`config.mk`:
```
export PLATFORM = sky130hd
export DESIGN_NAME = mux4_scan_sequencer
export DESIGN_NICKNAME = d
export VERILOG_FILES = /design/src/rtl/mux4_scan_sequencer.sv
export SDC_FILE = /design/constraint.sdc
export NUM_CORES = 1
export LEC_CHECK = 0
export CAP_MARGIN = 20
export CORE_ASPECT_RATIO = 0.5
export CORE_MARGIN = 2
export CORE_UTILIZATION = 30
export DETAILED_ROUTE_END_ITERATION = 12
export GPL_TIMING_DRIVEN = 0
export PLACE_DENSITY = 0.53
export SETUP_SLACK_MARGIN = 0.5
export SYNTH_ARGS = -nofsm -noshare
export SYNTH_HDL_FRONTEND = slang
export SYNTH_SLANG_ARGS = --single-unit
```
`constraint.sdc`:
```
create_clock -name clk -period 2.4 [get_ports clk]
set_input_delay 0.24 -clock clk [delete_from_list [all_inputs] [get_ports clk]]
set_output_delay 0.24 -clock clk [all_outputs]
set_load 0.1 [all_outputs]
```
`src/rtl/mux4_scan_sequencer.sv`:
```
// Scan sequencer for a 4:1 bit mux. It steps the select lines through A..D and dwells
// on each channel, then samples the mux output and emits a 4-bit frame with a valid pulse.
module mux4_scan_sequencer #(
  parameter int DWELL = 4,
  parameter int CNT_W = 8
) (
  input  logic       clk,
  input  logic       rst_n,
  input  logic       start,
  input  logic       mode_cont,
  input  logic       abort,
  input  logic       mux_out,
  output logic       sel0,
  output logic       sel1,
  output logic [1:0] ch_idx,
  output logic       busy,
  output logic [3:0] frame,
  output logic       frame_valid
);

  typedef enum logic [1:0] {
    IDLE = 2'd0,
    SCAN = 2'd1,
    DONE = 2'd2
  } state_t;

  localparam logic [CNT_W-1:0] RELOAD = CNT_W'(DWELL - 1);

  state_t           state_q, state_d;
  logic [CNT_W-1:0] cnt_q, cnt_d;
  logic [1:0]       ch_q, ch_d;
  logic [2:0]       shadow_q, shadow_d;
  logic [3:0]       frame_q, frame_d;

  // NOTE: every signal gets its hold value before the case, so no path leaves one unassigned and no latch is inferred.
  always_comb begin
    state_d  = state_q;
    cnt_d    = cnt_q;
    ch_d     = ch_q;
    shadow_d = shadow_q;
    frame_d  = frame_q;
    unique case (state_q)
      IDLE: begin
        if (start) begin
          state_d = SCAN;
          ch_d    = 2'd0;
          cnt_d   = RELOAD;
        end
      end
      SCAN: begin
        // abort outranks a sample that lands on the same edge
        if (abort) begin
          state_d = IDLE;
          ch_d    = 2'd0;
        end else if (cnt_q != '0) begin
          cnt_d = cnt_q - 1'b1;
        end else if (ch_q != 2'd3) begin
          shadow_d[ch_q] = mux_out;
          ch_d           = ch_q + 2'd1;
          cnt_d          = RELOAD;
        end else begin
          frame_d = {mux_out, shadow_q};
          state_d = DONE;
          ch_d    = 2'd0;
        end
      end
      DONE: begin
        if (abort || !mode_cont) begin
          state_d = IDLE;
        end else begin
          state_d = SCAN;
          cnt_d   = RELOAD;
          ch_d    = 2'd0;
        end
      end
      default: state_d = IDLE;
    endcase
  end

  // NOTE: sequential state uses non-blocking assignments only. The small shadow register
  // is reset as well, so a scan that was cut short leaves no stale bits behind.
  always_ff @(posedge clk or negedge rst_n) begin
    if (!rst_n) begin
      state_q  <= IDLE;
      cnt_q    <= '0;
      ch_q     <= 2'd0;
      shadow_q <= 3'b000;
      frame_q  <= 4'b0000;
    end else begin
      state_q  <= state_d;
      cnt_q    <= cnt_d;
      ch_q     <= ch_d;
      shadow_q <= shadow_d;
      frame_q  <= frame_d;
    end
  end

  // The selects come straight from the registered channel index, so they move only on a step.
  assign sel0        = ch_q[1];
  assign sel1        = ch_q[0];
  assign ch_idx      = ch_q;
  assign busy        = (state_q != IDLE);
  assign frame       = frame_q;
  assign frame_valid = (state_q == DONE);

endmodule

```
==> results of run 1 <==
## synth_stat cells (2+ instances only)
cell	count
dfrtp_1	19
inv_1	7
nand2_1	7
ha_1	6
nor2_1	6
a21oi_1	5
mux2_2	5
nor3_1	4
mux2_1	3
o21a_1	3
a31o_2	2
a31oi_1	2
a32oi_1	2
buf_4	2
nand3_1	2
nor2b_1	2
## cells by family after synthesis
kind of cell	Yosys count	share of synthesized area (%)
flops	19	44.8
buf+inv	9	3.89
fa+ha+maj	6	7.07
mux	8	8.48
simple gates	32	20.0
compound gates	23	15.8
## metal layers
layer	vias up	global-route usage (%)	wire (um)
met3	4	5.20	109
met5	-	0	0
met2	20	20.8	1060
met1	440	16.0	1130
met4	0	4.24	34
li1	405	-	-
## power by group
group / switching (uW) / internal, uW / total (uW)
sequential: 68.7 / 369 / 437
clock: 106 / 118 / 224
combinational: 221 / 144 / 365
total: 396 / 630 / 1030
## worst max-delay path, delay by kind of cell, from the launching register on
kind,cells,cell delay (ps)
adders and majority gates,1,140
buffers and inverters,1,90
DFF,1,410
muxes,1,300
and+or+nand+nor,3,910
## flip-flops by register name, indices dropped and copies added (netlist names)
register and cells:
shadow_q 3, state_q 2, ch_idx 2, cnt_q 8
frame 4
## final timing paths
| kind | slack [ps] | end | depth (start not counted) | from |
|---|---|---|---|---|
| setup / recovery | 420 | shadow_q[1] | 6 | cnt_q[1] |
| hold / removal | 480 | cnt_q[1] | 1 | rst_n |
| setup reg to reg | 420 | shadow_q[1] | 6 | cnt_q[1] |
| hold reg to reg | 500 | shadow_q[0] | 1 | shadow_q[0] |
| max in group asynchronous | 1310 | ch_idx[1] | 1 | rst_n |
| min in group clk | 500 | shadow_q[0] | 1 | shadow_q[0] |
## through the flow
stage | cell area, um^2 | power, uW
floorplan | 1070 | 656
global placement | 1280 | 741
detailed placement | 1280 | 740
CTS | 1370 | 1010
global route | 1410 | 1090
finish | 1410 | 1030
## cell type report
type	count	share of cell area, %
inverters	7	1.87
well taps	51	4.54
plain buffers	2	1.07
multi-input cells	69	41.9
repair buffers	22	13.4
clock buffers	4	3.20
flip-flops and latches	19	34.0
## repair_timing
action | 4_1_cts | 5_1_grt
setup buffers | 5 | 2
pin swaps | 3 | 3
endpoints found under the hold margin | 0 | 0
gates resized for setup | 17 | 9
endpoints found under the setup margin | 20 | 17
==> impl_metrics.yaml, run 1 <==
worst_setup_path:
  crit_path_start_kind: "flip-flop"
  path_class: "reg -> reg"
  cp_slowest_cell: "or4b_4"
  required_ps: 2540
  cp_max_fo: 4
  worst-endpoint-arrival_ps: 2120
  worstPathCellList: "inv_2 > ha_4 > or4b_4 > nor4_4 > nand2_1 > mux2_4"
  end_kind: "flip-flop"
  cp_slowest_stage_delay_ps: 490
floorplan:
  core_area_um2: 3420
  initial_utilization_pct: 31.1
  ioPinCount: 16
  fp.dieW_um: 88.2
  row_count: 15
  die_area_um2: 4060
  die_y_um: 46.1
logic_synthesis:
  syn_area_per_cell_um2: 11.0
  yosys.area.top_type_share_pct: 44.8
  ys_seq_area_share_pct: 44.8
  synth_nets: 109
  ys_warn_count: 0
  synthArstFlopShare_pct: 100
  yosysTopAreaCell: "dfrtp_1"
  synthDistinctLibCells: 36
  ys_ff_latch: 19
  ys.flop_type: "dfrtp_1"
  synth_edf_count: 0
  synth.area.top_cells: "dfrtp_1 45%, ha_1 7.1%, mux2_2 5.3%, mux2_1 3.2%, inv_1 2.5%"
  syn_area_um2: 1060
  synthCells: 97
place:
  post-place-cells: 163
  io_buffer_count: 15
  hpwl_mm: 1.56
  dp_slack_ps: 369
  routabilityCongestion: 0.761
cts:
  numCtsBuffers: 3
  cts_hold_buffers: 0
  cts_tree: "done"
  clk_latency_ps: 260
  ctsRootBufferMaster: "clkbuf_8"
  clkSinkCount: 19
  cts_max_path_buffers: 2
  h-tree-depth: 1
  cts.clk_slew.worst_paths_ps: 70
sta:
  finalSetupViolations: 0
  finalSetupTns_ps: 0
  timing.hold.ws_ps: 482
  slew-limit-headroom_pct: 36.1
  skew_ps: 6.91
  finalWorstSetupSlack_ps: 423
  min_period_over_period_pct: 82.4
  tightest_slew_ps: 962
  layout_min_cycle_time_ps: 1980
  finalMaxSlewViolations: 0
  hold_viol_final: 0
  rsz0062_at_grt: "yes"
  max_freq_mhz: 506
finish:
  mostFrequentLayoutCells: "17 x dfrtp_1, 8 x buf_4, 7 x nand2_1"
  final_net_count: 136
  layout-drive-gt1-share_pct: 30.1
  ff_latch_area_um2: 478
  fill_cells: 331
  finalNonFillerCells: 174
  final_common_cell: "dfrtp_1"
  area_delta_synth_final_pct: 32.4
  multi_input_area_um2: 589
  fin_util_pct: 41.2
  diodes: 0
job:
  maxCapViolations: 0
route:
  routedWlPerCell_um: 13.4
  wirelength_mm: 2.33
  drc_errors: 0
  drt_iter0_markers: 35
  num_vias: 869
  ant_nets: 0
  via_per_inst: 4.99
  dr.pass1.iters: 4
run_status:
  status: "finished, final reports clean"
worst_hold_path:
  hold_path.class: "in -> async"
power:
  power.leakage_uw: 0.000659
  power_density_nw_per_um2: 730
  vdd_drop_max_mv: 0.279
global_routing:
  grt_pass1_vias: 811
  grt_antenna_before_repair: 0
  grt_pass1_wl_mm: 3.77
  grt_max_degree: 20
  grtUsageTotal_pct: 12.9
  grt_overflow_total: 0
No activity file was read; power rests on OpenSTA's default activity.
==> inputs of run 2 (changes only) <==
==> constraint.sdc (replaced) <==
create_clock -name clk -period 1.95 [get_ports clk]
set_input_delay 0.195 -clock clk [delete_from_list [all_inputs] [get_ports clk]]
set_output_delay 0.195 -clock clk [all_outputs]
set_load 0.1 [all_outputs]
==> impl_metrics.yaml, run 2 (synthesis results as in run 1) <==
power:
  power_density_nw_per_um2: 894
  power_frac_comb_pct: 35.1
  power_switching_share_pct: 39.2
  clock_power_share_pct: 22.7
  power.leakage_uw: 0.000644
  vdd_drop_max_mv: 0.291
  pwr-share-seq_pct: 42.3
  p_int_uw: 773
  p_switching_uw: 498
finish:
  finalNonFillerCells: 174
  fill_cells: 354
  final_common_cell: "dfrtp_1"
  layout-drive-gt1-share_pct: 41.5
  area_delta_synth_final_pct: 33.9
  largest_reg_flops: 8
  regMostFlops: "cnt_q"
  mostFrequentLayoutCells: "17 x dfrtp_1, 11 x buf_4, 7 x nand2_1"
  final_net_count: 136
  diodes: 0
worst_setup_path:
  r2r_end: "shadow_q[2]"
  r2r_start: "cnt_q[0]"
  end_kind: "flip-flop"
  required_ps: 2100
  rr_worst_depth: 6
  crit_path_start_kind: "flip-flop"
  worst-endpoint-arrival_ps: 2050
  cp_max_fo: 4
  path_class: "reg -> reg"
  ff2ff_setup_slack_ps: 50
cts:
  cts_tree: "done"
  ctsRootBufferMaster: "clkbuf_8"
  clk_latency_ps: 260
  cts_max_path_buffers: 2
  cts.clk_slew.worst_paths_ps: 80
  cts_hold_buffers: 0
  numCtsBuffers: 3
  h-tree-depth: 1
  clkSinkCount: 19
sta:
  finalMaxSlewViolations: 0
  max_freq_mhz: 527
  hold_viol_final: 0
  finalSetupViolations: 0
  rsz0062_at_grt: "yes"
  timing.hold.ws_ps: 440
  finalSetupTns_ps: 0
  slew-limit-headroom_pct: 39.7
  skew_ps: 2.85
  min_period_over_period_pct: 97.3
  tightest_slew_ps: 901
  layout_min_cycle_time_ps: 1900
global_routing:
  grt_overflow_total: 0
  grtUsageTotal_pct: 13.3
  grt_max_degree: 20
  grt_pass1_vias: 787
  grt_antenna_before_repair: 0
  grt_pass1_wl_mm: 3.91
place:
  hpwl_mm: 1.62
  routabilityCongestion: 0.823
  io_buffer_count: 15
  post-place-cells: 163
route:
  drc_errors: 0
  drt_iter0_markers: 29
  dr.pass1.iters: 6
  wirelength_mm: 2.39
  via_per_inst: 4.79
  num_vias: 833
  ant_nets: 0
  routedWlPerCell_um: 13.7
floorplan:
  row_count: 15
  core_area_um2: 3420
  fp.dieW_um: 88.2
  ioPinCount: 16
  die_y_um: 46.1
  initial_utilization_pct: 31.1
  die_area_um2: 4060
run_status:
  status: "finished, final reports clean"
worst_hold_path:
  hold_path.class: "in -> async"
job:
  maxCapViolations: 0
[run 2: stage by stage]
stage          cell area (um^2)  total power (uW)  setup slack (ps)  util, %
2_1_floorplan              1080               810              70.2        -
3_3_place_gp               1290               913             -75.3     37.8
3_5_place_dp               1290               916             -93.7     37.8
4_1_cts                    1400              1270              66.5     40.9
5_1_grt                    1420              1350             -50.7     41.6
6_report                   1420              1270              52.4     41.6
[run 2: power by group through the flow]
| stage | clock network (uW) | logic [uW] | registers, uW |
|---|---|---|---|
| 5_1_grt | 315 | 492 | 547 |
| 6_report | 288 | 446 | 537 |
| 3_5_place_dp | 0 | 373 | 544 |
| 3_3_place_gp | 0 | 371 | 542 |
| 4_1_cts | 300 | 433 | 533 |
| 2_1_floorplan | 0 | 284 | 526 |
[run 2: routing by layer]
layer / routed length (um) / vias up / GRT usage, %
li1: - / 407 / -
met1: 1190 / 399 / 17.9
met2: 1050 / 25 / 21.4
met3: 124 / 2 / 4.30
met4: 17 / 0 / 2.73
met5: 0 / - / 0
[run 2: worst max-delay path by stage]
stage	end	slack, ps	from	cells past startpoint
after floorplan	shadow_q[2]	70	cnt_q[0]	6
after global placement	shadow_q[1]	-80	cnt_q[0]	6
after detailed placement	shadow_q[2]	-90	cnt_q[0]	6
after CTS	shadow_q[1]	70	cnt_q[0]	6
after global routing	shadow_q[2]	-50	cnt_q[0]	6
final	shadow_q[2]	50	cnt_q[0]	6
[run 2: cell type report]
cell class / instances / area, um^2 / share of cell area (%)
Sequential cell: 19 / 483 / 33.9
Buffer: 2 / 15.0 / 1.06
Timing Repair Buffer: 22 / 188 / 13.2
Tap cell: 51 / 63.8 / 4.49
Multi-Input combinational cell: 69 / 598 / 42.0
Clock inverter: 1 / 7.51 / 0.528
Clock buffer: 3 / 41.3 / 2.90
Inverter: 7 / 26.3 / 1.85
[run 2: critical path, cell delays in order, from the launching register on]
cell	delay, ps
dfrtp_1	410
inv_2	90
ha_4	130
or4b_4	500
nor4_4	230
nand2_1	120
mux2_4	310
[run 2: timing repair]
action | in CTS | in global routing
gates resized for setup | 48 | 12
buffers inserted | 6 | 1
endpoints found under the setup margin | 29 | 22
cloned | 0 | 0
pin swaps | 5 | 2
==> inputs of run 3 (changes only) <==
--- a/config.mk
+++ b/config.mk
@@ -12,6 +12,7 @@
 export DETAILED_ROUTE_END_ITERATION = 12
 export GPL_TIMING_DRIVEN = 0
 export PLACE_DENSITY = 0.53
+export REMOVE_ABC_BUFFERS = 1
 export SETUP_SLACK_MARGIN = 0.5
 export SYNTH_ARGS = -nofsm -noshare
 export SYNTH_HDL_FRONTEND = slang
==> impl_metrics.yaml, run 3 (synthesis results as in run 1) <==
power:
  total_power_uw: 1280
  vdd_drop_max_mv: 0.407
  power.leakage_uw: 0.000652
  power_density_nw_per_um2: 919
worst_setup_path:
  path_class: "reg -> reg"
  rr_worst_depth: 7
  crit_end: "frame[2]"
  r2r_start: "cnt_q[0]"
  startpoint: "cnt_q[0]"
  cp_max_fo: 5
  crit_path_start_kind: "flip-flop"
  ff2ff_setup_slack_ps: -30
  worst-endpoint-arrival_ps: 2140
  r2r_end: "frame[2]"
  required_ps: 2100
  end_kind: "flip-flop"
sta:
  tightest_slew_ps: 895
  max_freq_mhz: 504
  slew-limit-headroom_pct: 40.1
  finalWorstSetupSlack_ps: -33.3
  skew_ps: 4.54
  finalSetupViolations: 5
  rsz0062_at_grt: "yes"
  min_period_over_period_pct: 102
  hold_viol_final: 0
  layout_min_cycle_time_ps: 1980
  finalMaxSlewViolations: 0
run_status:
  failed_checks: "negative setup slack"
  status: "complete, but fails checks"
cts:
  h-tree-depth: 1
  cts_hold_buffers: 0
  cts_max_path_buffers: 2
  numCtsBuffers: 3
  clk_latency_ps: 260
  ctsRootBufferMaster: "clkbuf_8"
  cts_tree: "done"
  cts.clk_slew.worst_paths_ps: 80
  clkSinkCount: 19
finish:
  diodes: 0
  mostFrequentLayoutCells: "19 x dfrtp_1, 8 x buf_4, 6 x nor2_1, 6 x nand2_1"
  regMostFlops: "cnt_q"
  layout-drive-gt1-share_pct: 35.5
  final_common_cell: "dfrtp_1"
  largest_reg_flops: 8
  final_net_count: 134
  area_delta_synth_final_pct: 30.7
  design_area_um2: 1390
  fill_cells: 356
worst_hold_path:
  hold_path.class: "in -> async"
global_routing:
  grt_pass1_wl_mm: 3.68
  grtUsageTotal_pct: 12.4
  grt_overflow_total: 0
  grt_pass1_vias: 809
  grt_max_degree: 20
  grt_antenna_before_repair: 0
floorplan:
  ioPinCount: 16
  initial_utilization_pct: 31.1
  die_y_um: 46.1
  die_area_um2: 4060
  fp.dieW_um: 88.2
  row_count: 15
  core_area_um2: 3420
route:
  ant_nets: 0
  drc_errors: 0
  via_per_inst: 4.95
  drt_iter0_markers: 50
  num_vias: 852
  routedWlPerCell_um: 13.5
  dr.pass1.iters: 4
  wirelength_mm: 2.32
place:
  place_area_um2: 1260
  io_buffer_count: 15
  hpwl_mm: 1.57
  routabilityCongestion: 0.720
job:
  maxCapViolations: 0
==> run 3: stage by stage <==
stage / setup TNS (ps) / std cells / setup WS [ps] / hold slack [ps] / util (%)
after floorplan: -10840 / 95 / -729 / -101 / -
after global placement: -359 / 161 / -99.9 / 478 / 36.9
after detailed placement: -286 / 161 / -87.6 / 481 / 36.9
after CTS: -120 / 171 / -36.4 / 457 / 40.0
after global routing: -515 / 172 / -95.0 / 503 / 40.7
final: -47.7 / 172 / -33.3 / 433 / 40.7
==> run 3: critical path: stages, from the launching register on <==
cell and delay, ps:
dfrtp_1 400, inv_2 90, ha_4 140, or4b_4 480, buf_6 140, nor3_4 210, nand2_4 100, mux2_4 310
==> run 3: layout make-up <==
type / instances / area, um^2 / share of cell area (%)
Sequential cell: 19 / 475 / 34.2
Clock inverter: 1 / 7.51 / 0.541
Clock buffer: 3 / 41.3 / 2.97
Tap cell: 51 / 63.8 / 4.59
Timing Repair Buffer: 22 / 186 / 13.4
Multi-Input combinational cell: 69 / 588 / 42.3
Inverter: 7 / 26.3 / 1.89
==> run 3: power by group <==
group / internal (uW) / leakage (uW) / switching [uW]
registers: 453 / 0.000253 / 80.2
clock network: 144 / 0.0000217 / 147
logic: 180 / 0.000378 / 272
==> run 3: how the worst min path moves through the flow <==
stage             endpoint  depth (start not counted)  slack (ps)
3_3_place_gp   shadow_q[0]                          1         480
5_1_grt           frame[1]                          1         500
6_report          frame[1]                          1         430
4_1_cts           frame[1]                          1         460
3_5_place_dp   shadow_q[1]                          1         480
2_1_floorplan    ch_idx[0]                          0        -100
==> run 3: repair_timing <==
item | in CTS | in global routing
endpoints found under the setup margin | 29 | 19
pin swaps | 3 | 1
resized for setup | 52 | 4
buffers inserted | 6 | 1
==> run 3: layer usage <==
metal / global-route usage, % / vias to the layer above / wire length (um)
li1: - / 402 / -
met4: 3.64 / 0 / 21
met1: 16.0 / 426 / 1160
met3: 3.76 / 2 / 89
met2: 20.8 / 22 / 1050
met5: 0 / - / 0
